$ cat config.mk
export PLATFORM = sky130hd
export DESIGN_NAME = fifo_rd_packer_flat
export DESIGN_NICKNAME = d
export VERILOG_FILES = /design/src/rtl/fifo_rd_packer_if.sv /design/src/rtl/fifo_rd_packer.sv /design/src/flat_wrapper.sv
export SDC_FILE = /design/constraint.sdc
export NUM_CORES = 1
export LEC_CHECK = 0
export BUFFER_PORTS_ARGS = -buffer_cell sky130_fd_sc_hd__buf_2
export CAP_MARGIN = 20
export CORE_ASPECT_RATIO = 1.2
export CORE_MARGIN = 3
export CORE_UTILIZATION = 52
export DETAILED_ROUTE_END_ITERATION = 10
export PLACE_DENSITY = 0.88
export REMOVE_ABC_BUFFERS = 1
export SLEW_MARGIN = 5
export SYNTH_ARGS = -nofsm -noshare
export SYNTH_HDL_FRONTEND = slang
export SYNTH_SLANG_ARGS = --single-unit
$ cat constraint.sdc
create_clock -name r_clk -period 3.2 [get_ports r_clk]
set_input_delay 0.64 -clock r_clk [delete_from_list [all_inputs] [get_ports r_clk]]
set_output_delay 0.64 -clock r_clk [all_outputs]
set_load 0.01 [all_outputs]
$ cat src/rtl/fifo_rd_packer_if.sv
// Bundles the FIFO read port and the packed-word output stream of fifo_rd_packer.
// The master modport is the packer; the slave modport is the FIFO plus downstream sink.
interface fifo_rd_packer_if #(
    parameter int WIDTH     = 8,
    parameter int LANES     = 4,
    parameter int CNT_WIDTH = 3
);
    logic                   r_empty;
    logic [WIDTH-1:0]       r_data;
    logic                   destination_r_en;

    // Output stream: a word transfers on a cycle with m_valid & m_ready; while
    // m_valid is high and m_ready low, m_data and m_count hold their values.
    logic [WIDTH*LANES-1:0] m_data;
    logic [CNT_WIDTH-1:0]   m_count;
    logic                   m_valid;
    logic                   m_ready;

    modport master (
        input  r_empty, r_data, m_ready,
        output destination_r_en, m_data, m_count, m_valid
    );

    modport slave (
        output r_empty, r_data, m_ready,
        input  destination_r_en, m_data, m_count, m_valid
    );
endinterface

$ cat src/rtl/fifo_rd_packer.sv
// Pops WIDTH-bit FIFO entries and packs LANES of them into one valid/ready output word.
// Define FIFO_RD_PACKER_FLUSH_EN to flush partial words after TIMEOUT idle cycles.
module fifo_rd_packer #(
    parameter int WIDTH     = 8,
    parameter int LANES     = 4,
    parameter int CNT_WIDTH = 3,
    parameter int TIMEOUT   = 16
) (
    input  logic                 r_clk,
    input  logic                 reset,
    fifo_rd_packer_if.master     bus,
    output logic [CNT_WIDTH-1:0] dbg_fill,
    output logic                 dbg_pending
);
    localparam logic [CNT_WIDTH:0]   LANES_X = (CNT_WIDTH+1)'(LANES);
    localparam logic [CNT_WIDTH-1:0] LANES_C = CNT_WIDTH'(LANES);

    logic [CNT_WIDTH-1:0]        fill_q, fill_d;
    logic                        pending_q, pending_d;
    logic [LANES-1:0][WIDTH-1:0] acc_q, acc_d;
    logic [WIDTH*LANES-1:0]      m_data_q, m_data_d;
    logic [CNT_WIDTH-1:0]        m_count_q, m_count_d;
    logic                        m_valid_q, m_valid_d;

    logic rd_core;
    logic slot_free;
    logic full_go;
    logic flush_go;
    logic load;

    // Reads in flight count against free lanes so every popped entry has a slot.
    assign rd_core   = !bus.r_empty &&
                       (({1'b0, fill_q} + {{CNT_WIDTH{1'b0}}, pending_q}) < LANES_X);
    assign slot_free = !m_valid_q || bus.m_ready;
    assign full_go   = (fill_q == LANES_C) && slot_free;
    assign load      = full_go || flush_go;

`ifdef FIFO_RD_PACKER_FLUSH_EN
    localparam int                IDLE_W    = $clog2(TIMEOUT + 1);
    localparam logic [IDLE_W-1:0] TIMEOUT_C = IDLE_W'(TIMEOUT);

    logic [IDLE_W-1:0] idle_q, idle_d;

    // A partial word only goes out once it has been stranded with no read in flight.
    assign flush_go = (idle_q == TIMEOUT_C) && slot_free && !pending_q;

    always_comb begin
        idle_d = '0;
        if (!flush_go && (fill_q != '0) && (fill_q < LANES_C) && !pending_q && bus.r_empty) begin
            idle_d = (idle_q == TIMEOUT_C) ? idle_q : idle_q + 1'b1;
        end
    end

    always_ff @(posedge r_clk or posedge reset) begin
        if (reset) begin
            idle_q <= '0;
        end else begin
            idle_q <= idle_d;
        end
    end
`else
    logic unused_timeout;
    assign unused_timeout = (TIMEOUT > 0);
    assign flush_go       = 1'b0;
`endif

    always_comb begin
        acc_d     = acc_q;
        fill_d    = fill_q;
        m_data_d  = m_data_q;
        m_count_d = m_count_q;
        m_valid_d = m_valid_q;
        pending_d = rd_core;

        if (m_valid_q && bus.m_ready) begin
            m_valid_d = 1'b0;
        end

        if (pending_q) begin
            for (int i = 0; i < LANES; i++) begin
                if (fill_q == CNT_WIDTH'(i)) begin
                    acc_d[i] = bus.r_data;
                end
            end
            fill_d = fill_q + 1'b1;
        end

        // Lanes at or above fill are stale from an earlier word, so they are zeroed.
        if (load) begin
            for (int i = 0; i < LANES; i++) begin
                m_data_d[i*WIDTH +: WIDTH] = (CNT_WIDTH'(i) < fill_q) ? acc_q[i] : '0;
            end
            m_count_d = fill_q;
            m_valid_d = 1'b1;
            fill_d    = '0;
        end
    end

    always_ff @(posedge r_clk or posedge reset) begin
        if (reset) begin
            fill_q    <= '0;
            pending_q <= 1'b0;
            acc_q     <= '0;
            m_data_q  <= '0;
            m_count_q <= '0;
            m_valid_q <= 1'b0;
        end else begin
            fill_q    <= fill_d;
            pending_q <= pending_d;
            acc_q     <= acc_d;
            m_data_q  <= m_data_d;
            m_count_q <= m_count_d;
            m_valid_q <= m_valid_d;
        end
    end

    assign bus.destination_r_en = rd_core && !reset;
    assign bus.m_data           = m_data_q;
    assign bus.m_count          = m_count_q;
    assign bus.m_valid          = m_valid_q;
    assign dbg_fill             = fill_q;
    assign dbg_pending          = pending_q;
endmodule
$ cat src/flat_wrapper.sv
// flat-port wrapper written by rule: the top's interface ports become plain ports
module fifo_rd_packer_flat 
#(
    parameter int WIDTH     = 8,
    parameter int LANES     = 4,
    parameter int CNT_WIDTH = 3,
    parameter int TIMEOUT   = 16
)
  (r_clk, reset, dbg_fill, dbg_pending, bus_r_empty, bus_r_data, bus_m_ready, bus_destination_r_en, bus_m_data, bus_m_count, bus_m_valid);
  fifo_rd_packer_if #(.WIDTH(WIDTH), .LANES(LANES), .CNT_WIDTH(CNT_WIDTH)) bus_i ();
  input  logic r_clk;
  input  logic reset;
  output logic [CNT_WIDTH-1:0] dbg_fill;
  output logic dbg_pending;
  input wire logic [$bits(bus_i.r_empty)-1:0] bus_r_empty;
  input wire logic [$bits(bus_i.r_data)-1:0] bus_r_data;
  input wire logic [$bits(bus_i.m_ready)-1:0] bus_m_ready;
  output wire logic [$bits(bus_i.destination_r_en)-1:0] bus_destination_r_en;
  output wire logic [$bits(bus_i.m_data)-1:0] bus_m_data;
  output wire logic [$bits(bus_i.m_count)-1:0] bus_m_count;
  output wire logic [$bits(bus_i.m_valid)-1:0] bus_m_valid;
  assign bus_i.r_empty = bus_r_empty;
  assign bus_i.r_data = bus_r_data;
  assign bus_i.m_ready = bus_m_ready;
  assign bus_destination_r_en = bus_i.destination_r_en;
  assign bus_m_data = bus_i.m_data;
  assign bus_m_count = bus_i.m_count;
  assign bus_m_valid = bus_i.m_valid;
  fifo_rd_packer #(.WIDTH(WIDTH), .LANES(LANES), .CNT_WIDTH(CNT_WIDTH), .TIMEOUT(TIMEOUT)) u_core (.r_clk(r_clk), .reset(reset), .bus(bus_i), .dbg_fill(dbg_fill), .dbg_pending(dbg_pending));
endmodule
==> flow_metrics.tcl <==
set metrics [dict create \
    yosysSeqAreaShare_pct 64.1 \
    p_int_mw 2.34 \
    seqPwrFrac_pct 47.4 \
    netlist.area_leader.share_pct 64.1 \
    ctsResizeCount 0 \
    postCtsHoldBufs 0 \
    cp-start-kind "register" \
    io_buffers 52 \
    first_pass_iters 5 \
    required_ns 3.41 \
    grt-ovfl-total 0 \
    wl_per_cell_um 15.9 \
    p_total_mw 3.41 \
    swShare_pct 31.4 \
    hp-class "input pin to register" \
    fin_cells 309 \
    worstSetupEndpointType "register" \
    numCtsBuffers 9 \
    grt_max_degree 73 \
    ant_nets 0 \
    synth_area_leader_cell "dfrtp_1" \
    p_leak_nw 1.57 \
    avgViaCountPerCell 5.36 \
    p_sw_mw 1.07 \
    grt_usage_pct 18.0 \
    fin_setup_tns_ns 0 \
    synthesis.area_mm2 0.00281 \
    fin_crit_ns 2.39 \
    synth_area_per_cell_um2 15.0 \
    antenna_found_initial 0 \
    core_area_mm2 0.00508 \
    synth-seq-cells 72 \
    grt_pass1_wl_um 8510 \
    path_clk_slew_ns 0.07 \
    finalMaxSlewViolations 0 \
    grt_setup_unrepaired "false" \
    status "finished, final reports clean" \
    die_h_um 86.5 \
    fin_skew_ns 0.00583 \
    die_w_um 73.1 \
    clk_latency_ns 0.34 \
    drt_iter0_markers 125 \
    die_area_mm2 0.00633 \
    arrival_ns 2.61 \
    ir_drop_uv 648 \
    dp_cells 293 \
    tightest_slew_ns 0.864 \
    max_stage_delay_ns 0.47 \
    period_share_pct 74.8 \
    htree_levels 3 \
    rows 28 \
    area_delta_synth_final_pct 17.5 \
    crit_type "register to register" \
    diodes 0 \
    grt_pass1_vias 1720 \
    power.share.clock_pct 20.7 \
    hpwlAfterDp_um 3330 \
    start_util_pct 55.3 \
    drc_errors 0 \
    yosysWarnings 0 \
    crit_chain "inv_1 -> ha_1 -> nand2_1 -> nor2b_4 -> buf_4 -> mux2_1" \
    yosys-top-cells-area "dfrtp_1, mux2_2, mux2_1" \
    final_common_cell "dfrtp_1" \
    setup_viol 0 \
    clockBufferDepth 2 \
    tritoncts "built" \
    p_comb_share_pct 31.9 \
    cp_max_fo 25 \
    ios 53 \
    cts_setup_buffers 0 \
    finalHoldViolCount 0 \
    cts_root_buf "clkbuf_8" \
    vias 1655 \
    place_congestion 0.717 \
    synth.distinct_cells 23 \
    syn_inst 187 \
    pwr_density_cell_mw_per_mm2 1030 \
    final_util_pct 65.0 \
    timing.fmax_mhz 418 \
    final_cell_mix "dfrtp_1, buf_2, mux2_2" \
    final_net_count 259 \
    cts_sinks 72 \
    slew_headroom_pct 42.4 \
    critPathSlowestCell "dfrtp_1" \
    maxCapViolations 0 \
    drive_above_1_share_pct 46.2 \
    wl_um 4930 \
]
-- final timing paths --
| check | startpoint | endpoint | slack [ns] | cells past startpoint |
|---|---|---|---|---|
| worst max-delay path | u_core.dbg_fill[0] | u_core.bus.m_data[1] | 0.81 | 6 |
| min in group asynchronous | reset | u_core.acc_q[2] | 0.61 | 3 |
| worst min register to register | u_core.bus.m_count[2] | u_core.bus.m_count[2] | 0.48 | 1 |
| max in group asynchronous | reset | u_core.bus.m_data[7] | 2.04 | 3 |
| worst max register to register | u_core.dbg_fill[0] | u_core.bus.m_data[1] | 0.81 | 6 |
| worst min-delay path | bus_r_empty | u_core.dbg_pending | 0.46 | 2 |
-- logic make-up after synthesis --
kind of cell | synth area share (%)
mux | 23.6
flops | 64.1
simple gates | 4.72
compound gates | 2.14
fa+ha+maj | 1.34
buf+inv | 3.74
xor+xnor | 0.312
-- layout make-up --
cell class                 count  area (µm²)
fill                         358        1780
clock inverter                 3        40.0
timing repair buffer          54         275
tap                           60        75.1
multi-input combinational     96         911
inverter                      11        41.3
sequential                    72        1800
clock buffer                  13         159
-- power by group through the flow --
stage	Clock, mW	Sequential, mW	Combinational, mW
6_report	0.707	1.61	1.09
3_5_place_dp	0	1.64	1.10
2_1_floorplan	0	1.69	0.612
5_1_grt	0.759	1.68	1.21
4_1_cts	0.725	1.62	1.11
3_3_place_gp	0	1.61	1.06
-- sequential cells by signal (all words and copies together) (netlist names) --
name and flops:
u_core.acc_q 32, u_core.bus.m_data 32, u_core.bus.m_count 3, u_core.dbg_fill 3, u_core.bus.m_valid 1, u_core.dbg_pending 1
-- layer usage --
metal,vias to the layer above,share of wire (%),GRT usage [%]
met5,-,0,0
met3,9,4.6,4.18
li1,767,-,-
met4,0,1.8,10.2
met1,837,44,23.1
met2,42,50,27.7
-- metrics by stage --
stage          worst slack (ns)  hold slack (ns)  area [µm²]
2_1_floorplan            0.0739            0.459        2750
3_3_place_gp              0.874            0.463        3100
3_5_place_dp              0.845            0.468        3100
4_1_cts                   0.792            0.441        3300
5_1_grt                   0.567            0.457        3300
6_report                  0.806            0.459        3300
-- Yosys cell counts, drive strengths merged --
master  instances
nand2b          1
ha              3
nand4           8
or2             1
mux2           59
a21oi           1
xnor2           1
nand2           7
a311oi          1
and2            1
buf             7
a31oi           1
nor2b           2
inv            11
clkbuf          1
o21ai           8
nor2            1
and3            1
dfrtp          72
-- worst max-delay path: cells and delay by family (launching register included) --
family,cells,cell delay [ns]
adder cells (fa/ha/maj),1,0.39
flip-flops,1,0.47
AND/OR/NAND/NOR,2,0.54
multiplexers,1,0.37
buffers and inverters,2,0.48
No activity file was read; power rests on OpenSTA's default activity.
